**src/rtl/mult_arbiter_pkg.sv**
```systemverilog
// Shared types and widths for the two-requester shared-multiplier arbiter.
package mult_arbiter_pkg;

  localparam int OP_W   = 4;
  localparam int PROD_W = 2 * OP_W;

  typedef enum logic [1:0] {
    IDLE = 2'd0,
    CALC = 2'd1,
    RESP = 2'd2
  } state_t;

  typedef struct packed {
    logic [OP_W-1:0] a;
    logic [OP_W-1:0] b;
    logic            id;
  } op_t;

  // Round-robin pick: lone valid wins, a tie goes to the side not served last.
  function automatic logic pick_id(input logic v0, input logic v1, input logic last);
    return (v0 & v1) ? ~last : v1;
  endfunction

endpackage

```
**src/rtl/mult_arbiter_mult.sv**
```systemverilog
// 4x4 unsigned carry-save array multiplier built from AND-gated full-adder
// cells, with a ripple adder merging the last sum/carry rows.
module array_mult4
  import mult_arbiter_pkg::*;
(
  input  logic [OP_W-1:0]   a,
  input  logic [OP_W-1:0]   b,
  output logic [PROD_W-1:0] p
);

  logic [OP_W-1:0] pp [OP_W];
  logic [OP_W:0]   s  [OP_W];
  logic [OP_W-1:0] c  [OP_W];
  logic [OP_W-1:0] fc;

  genvar i, j;
  generate
    for (i = 0; i < OP_W; i++) begin : g_pp
      for (j = 0; j < OP_W; j++) begin : g_bit
        assign pp[i][j] = a[j] & b[i];
      end
      assign s[i][OP_W] = 1'b0;
      assign p[i]       = s[i][0];
    end

    for (j = 0; j < OP_W; j++) begin : g_row0
      assign s[0][j] = pp[0][j];
      assign c[0][j] = 1'b0;
    end

    // Cell (i,j) sums three terms of weight i+j: its partial product, the
    // previous row's sum one column up and the previous row's carry.
    for (i = 1; i < OP_W; i++) begin : g_row
      for (j = 0; j < OP_W; j++) begin : g_fa
        logic x, y, z;
        assign x       = pp[i][j];
        assign y       = s[i-1][j+1];
        assign z       = c[i-1][j];
        assign s[i][j] = x ^ y ^ z;
        assign c[i][j] = (x & y) | (x & z) | (y & z);
      end
    end

    assign fc[0] = 1'b0;
    for (j = 0; j < OP_W; j++) begin : g_final
      logic x, y;
      assign x           = s[OP_W-1][j+1];
      assign y           = c[OP_W-1][j];
      assign p[OP_W + j] = x ^ y ^ fc[j];
      if (j < OP_W - 1) begin : g_carry
        assign fc[j+1] = (x & y) | (x & fc[j]) | (y & fc[j]);
      end
    end
  endgenerate

endmodule

```
**src/rtl/mult_arbiter.sv**
```systemverilog
// Two requesters share one 4x4 multiplier: grant in IDLE, multiply in CALC,
// hold the product in RESP until the consumer takes it.
module mult_arbiter
  import mult_arbiter_pkg::*;
#(
  parameter int CNT_W = 8
) (
  input  logic              clk,
  input  logic              rst_n,
  input  logic              req0_valid,
  input  logic [OP_W-1:0]   req0_a,
  input  logic [OP_W-1:0]   req0_b,
  output logic              req0_ready,
  input  logic              req1_valid,
  input  logic [OP_W-1:0]   req1_a,
  input  logic [OP_W-1:0]   req1_b,
  output logic              req1_ready,
  output logic              res_valid,
  input  logic              res_ready,
  output logic [PROD_W-1:0] res_product,
  output logic              res_id,
  output logic [CNT_W-1:0]  cnt0,
  output logic [CNT_W-1:0]  cnt1
);

  state_t            state, state_nxt;
  op_t               op;
  logic              last_id;
  logic              gnt_vld, gnt_id, req_hs, res_hs;
  logic [PROD_W-1:0] mult_p;
  logic [CNT_W-1:0]  cnt [2];

  assign gnt_vld = req0_valid | req1_valid;
  assign gnt_id  = pick_id(req0_valid, req1_valid, last_id);
  assign req_hs  = (state == IDLE) && gnt_vld;
  assign res_hs  = (state == RESP) && res_ready;

  always_ff @(posedge clk) begin
    if (!rst_n) state <= IDLE;
    else        state <= state_nxt;
  end

  always_comb begin
    state_nxt = state;
    case (state)
      IDLE:    if (gnt_vld)   state_nxt = CALC;
      CALC:                   state_nxt = RESP;
      RESP:    if (res_ready) state_nxt = IDLE;
      default:                state_nxt = IDLE;
    endcase
  end

  always_comb begin
    req0_ready = (state == IDLE) && gnt_vld && !gnt_id;
    req1_ready = (state == IDLE) && gnt_vld &&  gnt_id;
    res_valid  = (state == RESP);
  end

  // Reset leaves last_id at 1 so the first tie goes to requester 0.
  always_ff @(posedge clk) begin
    if (!rst_n) begin
      op      <= '0;
      last_id <= 1'b1;
    end else if (req_hs) begin
      op.a    <= gnt_id ? req1_a : req0_a;
      op.b    <= gnt_id ? req1_b : req0_b;
      op.id   <= gnt_id;
      last_id <= gnt_id;
    end
  end

  array_mult4 u_mult (
    .a (op.a),
    .b (op.b),
    .p (mult_p)
  );

  always_ff @(posedge clk) begin
    if (!rst_n) begin
      res_product <= '0;
      res_id      <= 1'b0;
    end else if (state == CALC) begin
      res_product <= mult_p;
      res_id      <= op.id;
    end
  end

  always_ff @(posedge clk) begin
    if (!rst_n) begin
      cnt[0] <= '0;
      cnt[1] <= '0;
    end else if (res_hs) begin
      cnt[res_id] <= cnt[res_id] + 1'b1;
    end
  end

  assign cnt0 = cnt[0];
  assign cnt1 = cnt[1];

endmodule

```
**config.mk**
```make
export PLATFORM = sky130hd
export DESIGN_NAME = mult_arbiter
export DESIGN_NICKNAME = d
export VERILOG_FILES = /design/src/rtl/mult_arbiter_pkg.sv /design/src/rtl/mult_arbiter_mult.sv /design/src/rtl/mult_arbiter.sv
export SDC_FILE = /design/constraint.sdc
export NUM_CORES = 1
export LEC_CHECK = 0
export ABC_AREA = 1
export CAP_MARGIN = 30
export CELL_PAD_IN_SITES_DETAIL_PLACEMENT = 0
export CELL_PAD_IN_SITES_GLOBAL_PLACEMENT = 2
export CORE_ASPECT_RATIO = 1.2
export CORE_UTILIZATION = 30
export DETAILED_ROUTE_END_ITERATION = 8
export DONT_BUFFER_PORTS = 1
export PLACE_DENSITY_LB_ADDON = 0.1
export RECOVER_POWER = 25
export SKIP_CTS_REPAIR_TIMING = 1
export SYNTH_ARGS = -nofsm -noshare
export SYNTH_HDL_FRONTEND = slang
export SYNTH_SLANG_ARGS = --single-unit
```
**constraint.sdc**
```tcl
create_clock -name clk -period 4.6 [get_ports clk]
set_input_delay 1.15 -clock clk [delete_from_list [all_inputs] [get_ports clk]]
set_output_delay 1.15 -clock clk [all_outputs]
set_load 0.03 [all_outputs]
```
# Word-level counts from Yosys, hierarchy flattened
# Memory sizes are Yosys's and may differ from the RTL's. A register that Yosys moved wholly into a read port is not among the register bits.
# Index checks and enable logic that the tools add are counted.
op_classes:
  muxes: 15
  reduce_logical: 8
  add_sub_neg: 1
  bitwise: 83
  n_eq_ne: 4
op_table:
  columns: ["operator", "n"]
  rows:
  - ["$and A1 B1 Y1", 45]
  - ["$xor A1 B1 Y1", 20]
  - ["$or A1 B1 Y1", 17]
  - ["$mux W1", 9]
  - ["$add A8 B1 Y8 const B", 1]
  - ["$mux W4", 2]
  - ["$mux W8", 1]
  - ["$reduce_or A8 Y1", 1]
  - ["$pmux W2 S3", 1]
  - ["$logic_and A1 B1 Y1", 4]
  - ["$mux W2", 2]
  - ["$eq A2 B1 Y1 const B", 1]
  - ["$eq A2 B2 Y1 const B", 1]
  - ["$logic_not A2 Y1", 1]
  - ["$ne A2 B1 Y1 const B", 1]
  - ["$ne A2 B2 Y1 const B", 1]
  - ["$reduce_and A2 Y1", 1]
  - ["$logic_not A1 Y1", 1]
  - ["$not A1 Y1", 1]
totals:
  ram_bits: 16
  wordCells: 119
  memories: 1
  out_inout_bits: 28
  input_bits: 21
  register_bits: 21
mem_list:
  columns: ["memory", "depth", "width", "read_ports", "rd_clocked_by_memory_dff", "wr", "line_no", "text"]
  rows:
  - ["cnt", 2, 8, 3, 1, 2, "mult_arbiter.sv:31", "logic [CNT_W-1:0] cnt [2];"]

# Logic depth before layout (Yosys ltp)
# Gate-level depths: netlist of the first run.
depth:
  ltp_word: 15
  depth_mapped: 12
  depth_no_buf: 12

# Modules after synthesis
# From an unflattened synthesis of the first run, not the netlist that was laid out.
hier_totals:
  cells_unflattened: 246
  area_unflattened_um2: 2054.5
modules_own_cells:
  columns: ["mod", "area_per_inst_um2", "instances", "cells_per_inst"]
  rows:
  - ["mult_arbiter", 1712.9, 1, 199]
  - ["array_mult4", 341.6, 1, 47]

# Worst setup path after synthesis of the first run
# No wires, ideal clock.
synth_path:
  kind: "register to register"
  startpoint: "register, netlist name op[7]"
  endpoint: "register res_product[6]"
  path_buffers: 0
  setup_ns: 0.116
  arrival_ns: 2.824
  path_slack_ns: 1.660
  path_stages_with_launch: 13
  required_time_ns: 4.484
  path_cell_list: "dfxtp_1 -> nand2_1 -> inv_1 -> ha_1 -> fa_1 -> inv_1 -> fa_1 -> inv_1 -> ha_1 -> fa_1 -> fa_1 -> o21ai_0 -> nor2_1"
synth_via:
  elab_chain_len: 13
synth_lines:
  columns: ["item", "line_no", "text"]
  rows:
  - ["$and A1 B1 Y1", "mult_arbiter_mult.sv:20", "assign pp[i][j] = a[j] & b[i];"]
  - ["$xor A1 B1 Y1", "mult_arbiter_mult.sv:39", "assign s[i][j] = x ^ y ^ z;"]
  - ["$and A1 B1 Y1", "mult_arbiter_mult.sv:40", "assign c[i][j] = (x & y) | (x & z) | (y & z);"]
  - ["$or A1 B1 Y1 (2 in series)", "mult_arbiter_mult.sv:40", null]
  - ["$and A1 B1 Y1", "mult_arbiter_mult.sv:40", null]
  - ["$or A1 B1 Y1 (2 in series)", "mult_arbiter_mult.sv:40", null]
  - ["$and A1 B1 Y1 (2 in series)", "mult_arbiter_mult.sv:51", "assign fc[j+1] = (x & y) | (x & fc[j]) | (y & fc[j]);"]
  - ["$or A1 B1 Y1 (2 in series)", "mult_arbiter_mult.sv:51", null]
  - ["$xor A1 B1 Y1 *", "mult_arbiter_mult.sv:49", "assign p[OP_W + j] = x ^ y ^ fc[j];"]
  - ["via mult_p[6]", "mult_arbiter.sv:30", "logic [PROD_W-1:0] mult_p;"]
  - ["to (signal assigned)", "mult_arbiter.sv:83", "res_product <= mult_p;"]
  - ["to (decl)", "mult_arbiter.sv:20", "output logic [PROD_W-1:0] res_product,"]
# Mark *: on every way through the listed nets, which the timed path passes. The rest lies on a longest branch.
# A chain may end at the register's enable or synchronous reset.

# Worst setup path in the final report of the first run
layout_path:
  startpoint: "input req1_valid"
  endpoint: "output req1_ready"
layout_via:
  elab_chain_len: 3
layout_lines:
  columns: ["item", "line_no", "text"]
  rows:
  - ["from (decl)", "mult_arbiter.sv:14", "input logic req1_valid,"]
  - ["$and A1 B1 Y1 / $or A1 B1 Y1 (equally long branches)", "mult_arbiter_pkg.sv:21, mult_arbiter.sv:33", null]
  - ["$mux W1 / $logic_and A1 B1 Y1 (equally long branches)", "mult_arbiter_pkg.sv:21, mult_arbiter.sv:55", null]
  - ["$logic_and A1 B1 Y1 *", "mult_arbiter.sv:55", "req1_ready = (state == IDLE) && gnt_vld && gnt_id;"]
  - ["to (decl)", "mult_arbiter.sv:17", "output logic req1_ready,"]
# Every way passes the cells marked *; elsewhere a longest branch is shown, timed or not.

==> results.py, run 1 <==
metrics = {
    "power": {
        "power.internal_uw": 510,
        "p_leak_nw": 1.01,
        "ir_worst_vdd_mv": 0.127,
        "netSwitchingFraction_pct": 32.2,
        "p_total_uw": 752,
        "power_frac_comb_pct": 13.4,
        "power.density_nw_per_um2": 341,
        "p_seq_share_pct": 56.4,
        "p_clk_share_pct": 30.2,
        "switching_power_uw": 242,
    },
    "global_routing": {
        "grt_overflow": 0,
        "grt_antenna_before_repair": 0,
        "grt_start_max_net_pins": 14,
        "grt_pass1_wl_mm": 7.62,
        "grt_pass1_vias": 1581,
        "track_usage_pct": 13.8,
    },
    "routing": {
        "drt_wl_total_mm": 4.36,
        "antenna_left": 0,
        "drtIter0Drc": 48,
        "routedWlPerCell_um": 13.1,
        "drt_first_pass_iters": 4,
        "route.detailed.drc": 0,
        "vias": 1462,
        "routed_via_density": 4.39,
    },
    "cts": {
        "cts_buffer_depth": 2,
        "root_buffer": "clkbuf_8",
        "clkLatencyLatePin_ps": 290,
        "cts_max_level": 2,
        "cts.sinks": 38,
        "clk_transition_reported_paths_ps": 70,
        "numCtsBuffers": 5,
        "cts_tree": "built",
    },
    "cells_and_area": {
        "nFillCells": 719,
        "area_growth_pct": 6.59,
        "drive_gt1_share_pct": 11.7,
        "nNetsFinal": 281,
        "layout_common_cells": "70 x nand2_1, 35 x nor2_1, 30 x inv_1",
        "final_common_cell": "nand2_1",
        "final_area_um2": 2200,
        "num_antenna_cells": 0,
    },
    "timing": {
        "maxSlewHeadroom_pct": 28.8,
        "setup_viol": 0,
        "rsz0062_at_grt": "false",
        "timing.final.ws_setup_ps": 1030,
        "finalCriticalPeriod_ps": 3570,
        "max_freq_mhz": 280,
        "drv_slew": 0,
        "period_share_pct": 77.6,
        "tightest_slew_ps": 1060,
        "tns_ps": 0,
        "skew_ps": 8.76,
        "hold_violations": 0,
    },
    "floorplan": {
        "core_um2": 6530,
        "dieArea_um2": 7230,
        "ios": 49,
        "dieHeight_um": 93.0,
        "fp.dieW_um": 77.8,
        "row_count": 32,
        "start_util_pct": 31.7,
    },
    "synthesis": {
        "synthCells": 245,
        "synth_area_um2": 2070,
        "ys_seq_elements": 38,
        "synth_cell_types": 25,
        "syn_avg_cell_area_um2": 8.44,
        "synth_warnings": 0,
        "ys_seq_area_share_pct": 44.5,
        "synth_fp_nets": 279,
    },
    "worst_setup_path": {
        "critPathKind": "in -> out",
        "crit_required_ps": 3450,
        "start_kind": "input port",
        "path_max_fanout": 13,
        "cp.arrival_ps": 2420,
        "cp-end-kind": "output port",
    },
    "placed_design": {
        "gp_congestion": 0.727,
        "pre_cts_slack_ps": 1580,
        "placed_area_um2": 2150,
        "hpwl_mm": 3.49,
        "io_buffer_count": 0,
    },
    "hold_path": {
        "hold_class": "reg -> reg",
    },
    "status": {
        "status": "finished, final reports clean",
    },
    "job": {
        "max_cap_viol_count": 0,
    },
}
[per-layer routing]
metal	global-route usage [%]	vias up	wire length (um)
met4	4.72	0	64
li1	-	769	-
met5	0	-	0
met3	3.15	6	211
met1	14.3	651	1750
met2	26.8	36	2330
[cell type report]
cell class | instances | area, um2 | area share, %
tap | 85 | 106 | 4.82
clock buffer | 5 | 68.8 | 3.12
sequential | 38 | 921 | 41.8
clock inverter | 3 | 16.3 | 0.738
inverter | 31 | 124 | 5.62
multi-input combinational | 171 | 968 | 43.9
[sequential cells by signal, indices dropped and copies added (netlist names), named ones only]
register     cells
res_id           1
res_product      8
op               9
last_id          1
state            2
cnt             16
[through the flow]
step | hold WS [ps] | std cells | utilization, %
finish | 467 | 333 | 33.8
global route | 486 | 333 | 33.8
CTS | 472 | 333 | 34.2
detailed placement | 459 | 325 | 32.9
global placement | 457 | 325 | 32.9
floorplan | 432 | 245 | -
[synth_stat cells]
cell | count | area (um2)
buf_6 | 1 | 11.3
nor2_4 | 2 | 22.5
nand2_2 | 13 | 81.3
inv_8 | 1 | 11.3
dfxtp_1 | 22 | 440
inv_1 | 30 | 113
edfxtp_1 | 16 | 480
xor2_1 | 2 | 17.5
xnor2_1 | 1 | 8.76
o21bai_1 | 1 | 7.51
nor2_1 | 34 | 128
clkbuf_1 | 3 | 11.3
a21oi_4 | 1 | 16.3
o21ai_0 | 8 | 40.0
ha_1 | 5 | 62.6
fa_1 | 8 | 160
nand2_1 | 69 | 259
nand4_2 | 2 | 25.0
nand3_2 | 1 | 10.0
nand3_1 | 4 | 20.0
nor2_2 | 2 | 12.5
a31oi_1 | 8 | 50.1
nand2_4 | 4 | 45.0
buf_2 | 1 | 5.00
a21oi_1 | 6 | 30.0
[kinds of logic (layout without fill, tap and decap cells)]
| logic type | Yosys count | after routing | share of synthesized area [%] |
|---|---|---|---|
| simple gates | 131 | 131 | 29.2 |
| flops | 38 | 38 | 44.5 |
| buf+inv | 36 | 39 | 7.32 |
| compound gates | 24 | 24 | 6.96 |
| fa+ha+maj | 13 | 13 | 10.8 |
| xor+xnor | 3 | 3 | 1.27 |
[critical path, cell delays in order]
cell and delay, ps:
inv_1 20, nand2_2 50, nand2_1 270, nor2_1 910
[power groups by stage]
stage / combinational (mW) / sequential (mW) / clock (mW)
6_report: 0.101 / 0.424 / 0.227
5_1_grt: 0.118 / 0.429 / 0.250
4_1_cts: 0.108 / 0.426 / 0.239
3_5_place_dp: 0.108 / 0.434 / 0
3_3_place_gp: 0.108 / 0.433 / 0
2_1_floorplan: 0.0935 / 0.423 / 0
[worst paths after layout]
| kind | from | end | slack, ps | depth (start not counted) |
|---|---|---|---|---|
| setup / recovery | req1_valid | req1_ready | 1030 | 4 |
| hold / removal | op[0]$_SDFFE_PN0P_ | op[0]$_SDFFE_PN0P_ | 470 | 2 |
| setup reg to reg | op[7]$_SDFFE_PN0P_ | res_product[6]$_SDFFE_PN0N_ | 1590 | 12 |
| hold reg to reg | op[0]$_SDFFE_PN0P_ | op[0]$_SDFFE_PN0P_ | 470 | 2 |
Power figures use the tool's default switching activity.
==> run 2, diff against run 1 <==
==> constraint.sdc (replaced) <==
create_clock -name clk -period 3.15 [get_ports clk]
set_input_delay 0.7875 -clock clk [delete_from_list [all_inputs] [get_ports clk]]
set_output_delay 0.7875 -clock clk [all_outputs]
set_load 0.03 [all_outputs]
==> run 2 against run 1 <==
Power rose by 47%. Core utilization up 0.35 points. First-iteration DRC count rose by 2.1%. Worst hold slack worse by 5.7 ps. Die area did not move. Final cell count is 0.30% higher. Final area rose by 1.0%. Wire length grew 2.6%. Clock-buffer cell count unchanged. Critical path depth rose by 8.
==> results.py, run 2 (synthesized netlist as in run 1, its figures left out) <==
metrics = {
    "placed_design": {
        "dp.cells": 326,
        "hpwl_mm": 3.54,
        "io_buffer_count": 0,
        "gp_congestion": 0.729,
        "pre_cts_slack_ps": 104,
    },
    "cells_and_area": {
        "num_antenna_cells": 0,
        "drive_gt1_share_pct": 13.7,
        "nFillCells": 708,
        "final_common_cell": "nand2_1",
        "regMostFlops": "cnt",
        "reg.largest.list": "cnt: 16 flops, op: 9 flops, res_product: 8 flops",
        "area_growth_pct": 7.68,
        "largest_reg_flops": 16,
        "nNetsFinal": 282,
        "layout_common_cells": "71 x nand2_1, 35 x nor2_1, 30 x inv_1",
        "final_util_pct": 34.1,
        "fin_cells": 334,
    },
    "global_routing": {
        "grt_pass1_wl_mm": 7.54,
        "grt_overflow": 0,
        "track_usage_pct": 13.8,
        "grt-busiest-layer": "met2",
        "gr-usage-met1_pct": 14.4,
        "met2_usage_pct": 26.3,
        "grt_pass1_vias": 1555,
        "grt_start_max_net_pins": 14,
        "grtUsageMet3_pct": 4.04,
        "grt_antenna_before_repair": 0,
    },
    "status": {
        "status": "finished, final reports clean",
    },
    "timing": {
        "setup_viol": 0,
        "timing.final.ws_setup_ps": 199,
        "skew_ps": 5.41,
        "tns_ps": 0,
        "hold_violations": 0,
        "drv_slew": 0,
        "tightest_slew_ps": 1080,
        "finalCriticalPeriod_ps": 2950,
        "period_share_pct": 93.7,
        "max_freq_mhz": 339,
        "rsz0062_at_grt": "false",
        "maxSlewHeadroom_pct": 27.5,
    },
    "cts": {
        "cts_buffer_depth": 2,
        "cts.sinks": 38,
        "cts_tree": "built",
        "cts_max_level": 2,
        "root_buffer": "clkbuf_8",
        "numCtsBuffers": 5,
        "clkLatencyLatePin_ps": 290,
        "clk_transition_reported_paths_ps": 80,
    },
    "routing": {
        "routed_via_density": 4.40,
        "vias": 1468,
        "antenna_left": 0,
        "routedWlPerCell_um": 13.4,
        "drtIter0Drc": 49,
        "drt_wl_total_mm": 4.48,
        "drt_first_pass_iters": 4,
        "route.detailed.drc": 0,
    },
    "worst_setup_path": {
        "crit_chain": "nand2_1 > inv_1 > ha_1 > fa_1 > inv_1 > fa_1 > inv_1 > ha_1 > fa_2 > fa_1 > o21ai_1 > nor2_1",
        "cpPeakStageDelay_ps": 490,
        "cp.arrival_ps": 3140,
        "path_max_fanout": 5,
        "start_kind": "register",
        "cp-end-kind": "register",
        "critPathKind": "reg -> reg",
        "crit_required_ps": 3330,
        "r2r_setup_slack_ps": 200,
        "crit_slowest_cell": "fa_1",
    },
    "floorplan": {
        "dieHeight_um": 93.0,
        "start_util_pct": 31.7,
        "dieArea_um2": 7230,
        "fp.dieW_um": 77.8,
        "ios": 49,
        "core_um2": 6530,
        "row_count": 32,
    },
    "power": {
        "power.density_nw_per_um2": 496,
        "p_leak_nw": 1.02,
        "ir_worst_vdd_mv": 0.223,
    },
    "hold_path": {
        "hold_class": "reg -> reg",
    },
    "job": {
        "max_cap_viol_count": 0,
    },
}
==> run 2: per-stage QoR <==
stage / hold slack, ps / total power [mW] / instance area [um2]
finish: 461 / 1.10 / 2230
global route: 482 / 1.16 / 2230
CTS: 464 / 1.13 / 2240
detailed placement: 452 / 0.792 / 2150
global placement: 458 / 0.792 / 2150
floorplan: 432 / 0.754 / 2070
==> run 2: final cells by class <==
class / count / area (um2) / share of cell area [%]
Clock buffer: 5 / 68.8 / 3.09
Clock inverter: 3 / 16.3 / 0.730
Inverter: 31 / 124 / 5.56
Multi-Input combinational cell: 171 / 981 / 44.0
Sequential cell: 38 / 923 / 41.5
Tap cell: 85 / 106 / 4.78
Timing Repair Buffer: 1 / 7.51 / 0.337
==> run 2: layer usage <==
metal  vias up  part of all wire, %  routed length (um)
li1        771                    -                   -
met1       654                   41                1810
met2        38                   52                2350
met3         5                  5.7                 256
met4         0                  1.3                  56
met5         -                    0                   0
==> run 2: final timing paths <==
| path | endpoint | from | cells after the start |
|---|---|---|---|
| hold reg to reg | op[0]$_SDFFE_PN0P_ | op[0]$_SDFFE_PN0P_ | 2 |
| setup / recovery | res_product[6]$_SDFFE_PN0N_ | op[1]$_SDFFE_PN0P_ | 12 |
| hold / removal | op[0]$_SDFFE_PN0P_ | op[0]$_SDFFE_PN0P_ | 2 |
| setup reg to reg | res_product[6]$_SDFFE_PN0N_ | op[1]$_SDFFE_PN0P_ | 12 |
==> run 2: where the power goes <==
group / internal, mW / switching [mW] / leakage, nW
Combinational: 0.0463 / 0.104 / 0.628
Clock: 0.152 / 0.182 / 0.0416
Sequential: 0.548 / 0.0722 / 0.347
==> run 2: critical path: cells and delay by family, from the launching register on <==
kind,cells,cell delay [ps]
flops,1,360
buf+inv,3,130
fa+ha+maj,6,2120
simple gates,2,130
compound gates,1,120
